==> src/rtl/uart_pkg.sv <==
// uart_pkg: shared state encoding, divisor floor and frame helpers for the UART transmitter
package uart_pkg;

    typedef enum logic [2:0] {IDLE, START, DATA, PARITY, STOP} state_t;

    localparam int MIN_DIV = 2;

    function automatic int frame_bits(input int data_len, input logic parity, input logic stop2);
        return 1 + data_len + int'(parity) + (stop2 ? 2 : 1);
    endfunction

    // Payload is zero-extended to 9 bits so one function covers every DATA_LEN.
    function automatic logic parity_bit(input logic [8:0] d, input logic odd);
        return (^d) ^ odd;
    endfunction

endpackage

==> src/rtl/uart_baud_tick.sv <==
// uart_baud_tick: per-frame bit-period counter with a latched, clamped divisor
//   clk        in   system clock
//   reset      in   asynchronous active-high reset
//   i_start    in   frame-start strobe: latch divisor, clear counter
//   i_div      in   requested bit period in clk cycles (values below 2 become 2)
//   i_run      in   frame in progress
//   o_bit_end  out  high in the last cycle of the current bit
module uart_baud_tick
    import uart_pkg::*;
#(
    parameter int DIV_W = 16
) (
    input  logic             clk,
    input  logic             reset,
    input  logic             i_start,
    input  logic [DIV_W-1:0] i_div,
    input  logic             i_run,
    output logic             o_bit_end
);

    logic [DIV_W-1:0] r_div;
    logic [DIV_W-1:0] r_cnt;

    assign o_bit_end = i_run && (r_cnt == r_div - 1'b1);

    always_ff @(posedge clk or posedge reset) begin
        if (reset) begin
            r_div <= '0;
            r_cnt <= '0;
        end else if (i_start) begin
            r_div <= (i_div < DIV_W'(MIN_DIV)) ? DIV_W'(MIN_DIV) : i_div;
            r_cnt <= '0;
        end else if (i_run) begin
            r_cnt <= o_bit_end ? '0 : r_cnt + 1'b1;
        end
    end

endmodule

==> src/rtl/uart_tx_cfg.sv <==
// uart_tx_cfg: parametrised UART transmitter with valid/ready request and run-time baud/stop selection
//   clk           in   system clock
//   reset         in   asynchronous active-high reset
//   clks_per_bit  in   bit period in clk cycles, latched at accept (0/1 treated as 2)
//   stop2         in   two stop bits when set, latched at accept
//   send_valid    in   frame request
//   data          in   payload, sent LSB first, latched at accept
//   parity_en     in   insert parity bit (only with UART_TX_PARITY_EN)
//   parity_odd    in   odd parity when set, even otherwise (only with UART_TX_PARITY_EN)
//   send_ready    out  request can be accepted
//   tx_busy       out  frame in progress
//   tx_data       out  serial line, idles high
//   tx_done       out  one-cycle pulse at frame end
// Build option: define UART_TX_PARITY_EN to add the parity ports and PARITY state.
module uart_tx_cfg
    import uart_pkg::*;
#(
    parameter int DATA_LEN = 8,
    parameter int DIV_W    = 16
) (
    input  logic                clk,
    input  logic                reset,
    input  logic [DIV_W-1:0]    clks_per_bit,
    input  logic                stop2,
    input  logic                send_valid,
    input  logic [DATA_LEN-1:0] data,
`ifdef UART_TX_PARITY_EN
    input  logic                parity_en,
    input  logic                parity_odd,
`endif
    output logic                send_ready,
    output logic                tx_busy,
    output logic                tx_data,
    output logic                tx_done
);

    localparam int BW = $clog2(DATA_LEN + 1);

    state_t              r_state, w_state_n;
    logic [DATA_LEN-1:0] r_data, w_data_n;
    logic [BW-1:0]       r_bit, w_bit_n;
    logic                r_stop2;
    logic                r_second, w_second_n;
    logic                r_tx, w_tx_n;
    logic                r_done, w_done_n;
    logic                r_busy, w_busy_n;
    logic                r_ready, w_ready_n;
    logic                w_accept;
    logic                w_bit_end;
    logic                w_par_en;
    logic                w_par_bit;

    assign w_accept   = send_valid && r_ready;
    assign send_ready = r_ready;
    assign tx_busy    = r_busy;
    assign tx_data    = r_tx;
    assign tx_done    = r_done;

    uart_baud_tick #(.DIV_W(DIV_W)) u_tick (
        .clk       (clk),
        .reset     (reset),
        .i_start   (w_accept),
        .i_div     (clks_per_bit),
        .i_run     (r_busy),
        .o_bit_end (w_bit_end)
    );

`ifdef UART_TX_PARITY_EN
    logic r_par_en;
    logic r_par_bit;

    always_ff @(posedge clk or posedge reset) begin
        if (reset) begin
            r_par_en  <= 1'b0;
            r_par_bit <= 1'b0;
        end else if (w_accept) begin
            r_par_en  <= parity_en;
            r_par_bit <= parity_bit(9'(data), parity_odd);
        end
    end

    assign w_par_en  = r_par_en;
    assign w_par_bit = r_par_bit;
`else
    assign w_par_en  = 1'b0;
    assign w_par_bit = 1'b0;
`endif

    always_ff @(posedge clk or posedge reset) begin
        if (reset) begin
            r_state  <= IDLE;
            r_data   <= '0;
            r_bit    <= '0;
            r_stop2  <= 1'b0;
            r_second <= 1'b0;
            r_tx     <= 1'b1;
            r_done   <= 1'b0;
            r_busy   <= 1'b0;
            r_ready  <= 1'b1;
        end else begin
            r_state  <= w_state_n;
            r_data   <= w_data_n;
            r_bit    <= w_bit_n;
            r_stop2  <= w_accept ? stop2 : r_stop2;
            r_second <= w_second_n;
            r_tx     <= w_tx_n;
            r_done   <= w_done_n;
            r_busy   <= w_busy_n;
            r_ready  <= w_ready_n;
        end
    end

    // The payload register shifts right once per finished data bit, so bit 1
    // is always the next data bit to drive.
    always_comb begin
        w_state_n  = r_state;
        w_data_n   = r_data;
        w_bit_n    = r_bit;
        w_second_n = r_second;
        w_tx_n     = r_tx;
        w_done_n   = 1'b0;
        w_busy_n   = r_busy;
        w_ready_n  = r_ready;
        case (r_state)
            IDLE: if (w_accept) begin
                w_state_n = START;
                w_data_n  = data;
                w_bit_n   = '0;
                w_tx_n    = 1'b0;
                w_busy_n  = 1'b1;
                w_ready_n = 1'b0;
            end
            START: if (w_bit_end) begin
                w_state_n = DATA;
                w_tx_n    = r_data[0];
            end
            DATA: if (w_bit_end) begin
                if (r_bit == BW'(DATA_LEN - 1)) begin
                    w_state_n  = w_par_en ? PARITY : STOP;
                    w_tx_n     = w_par_en ? w_par_bit : 1'b1;
                    w_second_n = 1'b0;
                end else begin
                    w_bit_n  = r_bit + 1'b1;
                    w_data_n = r_data >> 1;
                    w_tx_n   = r_data[1];
                end
            end
            PARITY: if (w_bit_end) begin
                w_state_n  = STOP;
                w_tx_n     = 1'b1;
                w_second_n = 1'b0;
            end
            STOP: if (w_bit_end) begin
                if (r_stop2 && !r_second) begin
                    w_second_n = 1'b1;
                end else begin
                    w_state_n = IDLE;
                    w_done_n  = 1'b1;
                    w_busy_n  = 1'b0;
                    w_ready_n = 1'b1;
                    w_tx_n    = 1'b1;
                end
            end
            default: w_state_n = IDLE;
        endcase
    end

endmodule
==> config.mk <==
export PLATFORM = sky130hd
export DESIGN_NAME = uart_tx_cfg
export DESIGN_NICKNAME = d
export VERILOG_FILES = /design/src/rtl/uart_pkg.sv /design/src/rtl/uart_baud_tick.sv /design/src/rtl/uart_tx_cfg.sv
export SDC_FILE = /design/constraint.sdc
export NUM_CORES = 1
export LEC_CHECK = 0
export BUFFER_PORTS_ARGS = -buffer_cell sky130_fd_sc_hd__buf_4
export CAP_MARGIN = 20
export CORE_MARGIN = 2
export CORE_UTILIZATION = 64
export CTS_CLUSTER_DIAMETER = 40
export CTS_CLUSTER_SIZE = 28
export DETAILED_ROUTE_END_ITERATION = 8
export PLACE_DENSITY = 0.86
export SYNTH_ARGS = -nofsm -noshare
export SYNTH_HDL_FRONTEND = slang
export SYNTH_SLANG_ARGS = --single-unit
==> constraint.sdc <==
create_clock -name clk -period 5.4 [get_ports clk]
set_input_delay 0.27 -clock clk [delete_from_list [all_inputs] [get_ports clk]]
set_output_delay 0.27 -clock clk [all_outputs]
set_load 0.005 [all_outputs]
==> results.tsv <==
stage	metric	value	unit
cells_and_area	non-filler instance count after layout	432	
sta	Slew @ Worst Pin	1098	ps
clock_network	CTS H-tree depth	2	
placed_design	pre-CTS setup slack	1586	ps
pwr	pwr/cell area	199.7	nW/um^2
worst_setup_path	worst r2r dst	u_tick.r_cnt[12]	
sta	final setup violating endpoints	0	
cells_and_area	most frequent cells in the layout	dfrtp_1, nor2_1, buf_4	
global_routing	global-route wire length before repair	11800	um
clock_network	clk root buf	clkbuf_8	
global_routing	vias in the first global route	2520	
routing	Via Count	2635	
pwr	switching portion of total power	19.91	%
worst_setup_path	crit path from	u_tick.r_div[2]	
worst_setup_path	Req. time, crit path	5590	ps
logic_synthesis	Mean Syn Cell Area	9.268	sq um
logic_synthesis	Post-synth ARST share	100.0	%
worst_setup_path	CP Capture Type	flip-flop	
clock_network	TritonCTS Buffers	5	
sta	Max Slew Vio Count	0	
global_routing	GRT Util Overall	27.81	%
job	Max-Cap Viols	0	
worst_setup_path	Max FO, Critical Path	11	
worst_setup_path	CP Capture Point	u_tick.r_cnt[12]	
worst_setup_path	flop2flop setup slack	1550	ps
clock_network	Clock Pin Slew Worst Setup and Hold Paths	100	ps
cells_and_area	Seq. cell area	1329	sq um
pwr	Max IR drop VDD	0.1983	mV
logic_synthesis	Post-Syn Area	3142	sq um
worst_setup_path	Critical Path AT	4040	ps
pwr	Gate power share	4.4	%
clock_network	post-cts resize count	0	
logic_synthesis	Yosys warning count	0	
placed_design	DP HPWL	5098	um
cells_and_area	area growth from synthesis to layout	12.31	%
routing	First DRT Iteration DRCs	206	
worst_setup_path	CP Launch Type	flip-flop	
run_status	status	completed	
placed_design	# port buffers	31	
die	total core area	4723	sq um
sta	Final Critical Period	3849	ps
clock_network	CTS tree	built	
sta	Final TNS setup	0	ps
die	# IOs	32	
clock_network	buffer depth of the longest clock path	2	
hold_path	min-delay worst type	primary input to flip-flop	
global_routing	GRT Residual Overflow	0	
routing	Avg WL per Cell	16.41	um
routing	DRT Wirelength	7088	um
die	Starting Density	66.52	%
routing	routed vias/inst	6.100	
sta	fmax	259.8	MHz
pwr	Overall Power	704.5	uW
die	chip height	74.07	um
logic_synthesis	Synth Flop Type	dfrtp_1	
sta	Rel. slew slack	26.22	%
sta	Final Hold Viols	0	
logic_synthesis	Post-synth EDFFs	0	
clock_network	# clock sinks	53	
logic_synthesis	Mapped Nets	370	
die	Die ar.	5486	sq um
logic_synthesis	Seq/Total Area, Yosys	42.29	%
logic_synthesis	#FFs+latches synth	53	
cells_and_area	share of post-route cells with drive strength above 1	17.81	%
worst_setup_path	Reg2Reg Depth	8	
cells_and_area	antenna cells	0	
routing	DRC errors left	0	
sta	Final Skew	8.710	ps
global_routing	antenna violations before repair	0	
sta	Final Cycle Share	71.27	%
worst_setup_path	reg2reg start	u_tick.r_div[2]	
sta	fin worst setup slack	1551	ps
pwr	Net Sw Power	140.2	uW
clock_network	Skew-Pair Late Insertion Delay	310	ps
placed_design	RePlAce Congestion	0.9000	
routing	Routed Antenna Nets	0	
cells_and_area	most common cell after layout, fill and taps aside	dfrtp_1	
pwr	Clk network pwr share	39.3	%
worst_setup_path	critical path type	flip-flop to flip-flop	
sta	RSZ-0062 raised after global routing	no	
placed_design	Placed Cells	422	
cells_and_area	fill cell count	355	
pwr	Pleak	1.695	nW
logic_synthesis	Yosys cell types	59	
pwr	sequential power share	56.3	%
logic_synthesis	Mapped Cells	339	
global_routing	largest net degree at the start of global routing	54	
cells_and_area	net total in the final layout	395	
die	die width	74.07	um
routing	Pre-antenna DRT Iters	4	
pwr	Int Power	564.3	uW
cells_and_area	area of the multi-input gates	1692	sq um
die	Core Rows	25	
sta	Fin Hold WS	180.9	ps
[sequential cells by signal (all words and copies together), names as in the netlist]
register      cells
r_bit             4
r_data            8
r_second          1
r_state           3
r_stop2           1
send_ready        1
tx_busy           1
tx_data           1
tx_done           1
u_tick.r_cnt     16
u_tick.r_div     16
[area by class of cell]
| type | instances | share of cell area, % |
|---|---|---|
| clock inverters | 1 | 0.8511 |
| multi-input cells | 260 | 47.94 |
| repair buffers | 34 | 7.660 |
| well taps | 67 | 2.376 |
| inverters | 10 | 1.064 |
| flip-flops and latches | 53 | 37.66 |
| clock buffers | 7 | 2.447 |
[worst max-delay path, stage by stage, from the launching register on]
cell and delay [ps]:
dfrtp_1 460, nor3_1 910, nand4_2 220, and2_1 240, or3_1 360, a2111o_1 400
nor2_1 610, nor2b_1 200, a221o_1 330
[power by group through the flow]
stage	Combinational [mW]	Sequential [mW]	Clock, mW
after floorplan	0.00940	0.404	0
after global placement	0.0284	0.404	0
after detailed placement	0.0289	0.404	0
after CTS	0.0290	0.397	0.280
after global routing	0.0348	0.397	0.294
final	0.0308	0.397	0.277
[per-stage QoR]
stage	cell area [sq um]	util, %
floorplan	3142	-
global placement	3382	71.60
detailed placement	3382	71.60
CTS	3498	74.07
global route	3528	74.70
finish	3528	74.70
[layer usage]
metal | part of all wire, % | track usage, %
met1 | 44 | 36.13
met2 | 51 | 49.01
met3 | 2.9 | 3.659
met4 | 1.5 | 7.677
met5 | 0 | 0
[cells in the mapped netlist (3+ instances only)]
cell type	n	area share [%]
dfrtp_1	51	41
nor2_1	36	4.3
nand2_1	27	3.2
o21ai_0	26	4.1
mux2_2	14	5.0
a21o_1	12	2.9
nand3_1	12	1.9
xnor2_1	11	3.1
inv_1	10	1.2
clkbuf_1	9	1.1
a21oi_1	8	1.3
nor3_1	8	1.3
nor4_1	8	1.6
nand4_1	7	1.4
nor3b_1	7	1.7
o22a_1	7	2.0
and3_1	6	1.2
xor2_1	6	1.7
and2_1	5	1.0
nand2b_1	4	0.80
nor2b_1	4	0.80
o211ai_1	4	0.96
a31oi_1	3	0.60
ha_1	3	1.2
o311ai_0	3	0.84
or2_2	3	0.60
[timing repair]
item | in CTS | in global routing
hold buffers | 0 | 1
hold endpoints to repair | 0 | 9
setup buffers | 0 | 0
[worst min-delay path by stage]
stage / depth (start not counted) / end / from
2_1_floorplan: 2 / u_tick.r_div[0] / clks_per_bit[0]
4_1_cts: 3 / r_data[7] / data[7]
5_1_grt: 2 / r_stop2 / stop2
6_report: 3 / r_data[7] / data[7]
3_3_place_gp: 3 / u_tick.r_div[12] / clks_per_bit[12]
3_5_place_dp: 3 / r_data[7] / data[7]
[cells by family after synthesis]
logic type,synth area share (%)
AND/OR/NAND/NOR,22.62
AO/OA/AOI/OAI,19.63
adder cells (fa/ha/maj),1.195
flip-flops,42.29
multiplexers,5.655
buffers and inverters,3.863
XOR/XNOR,4.739
No activity file was read; power rests on OpenSTA's default activity.
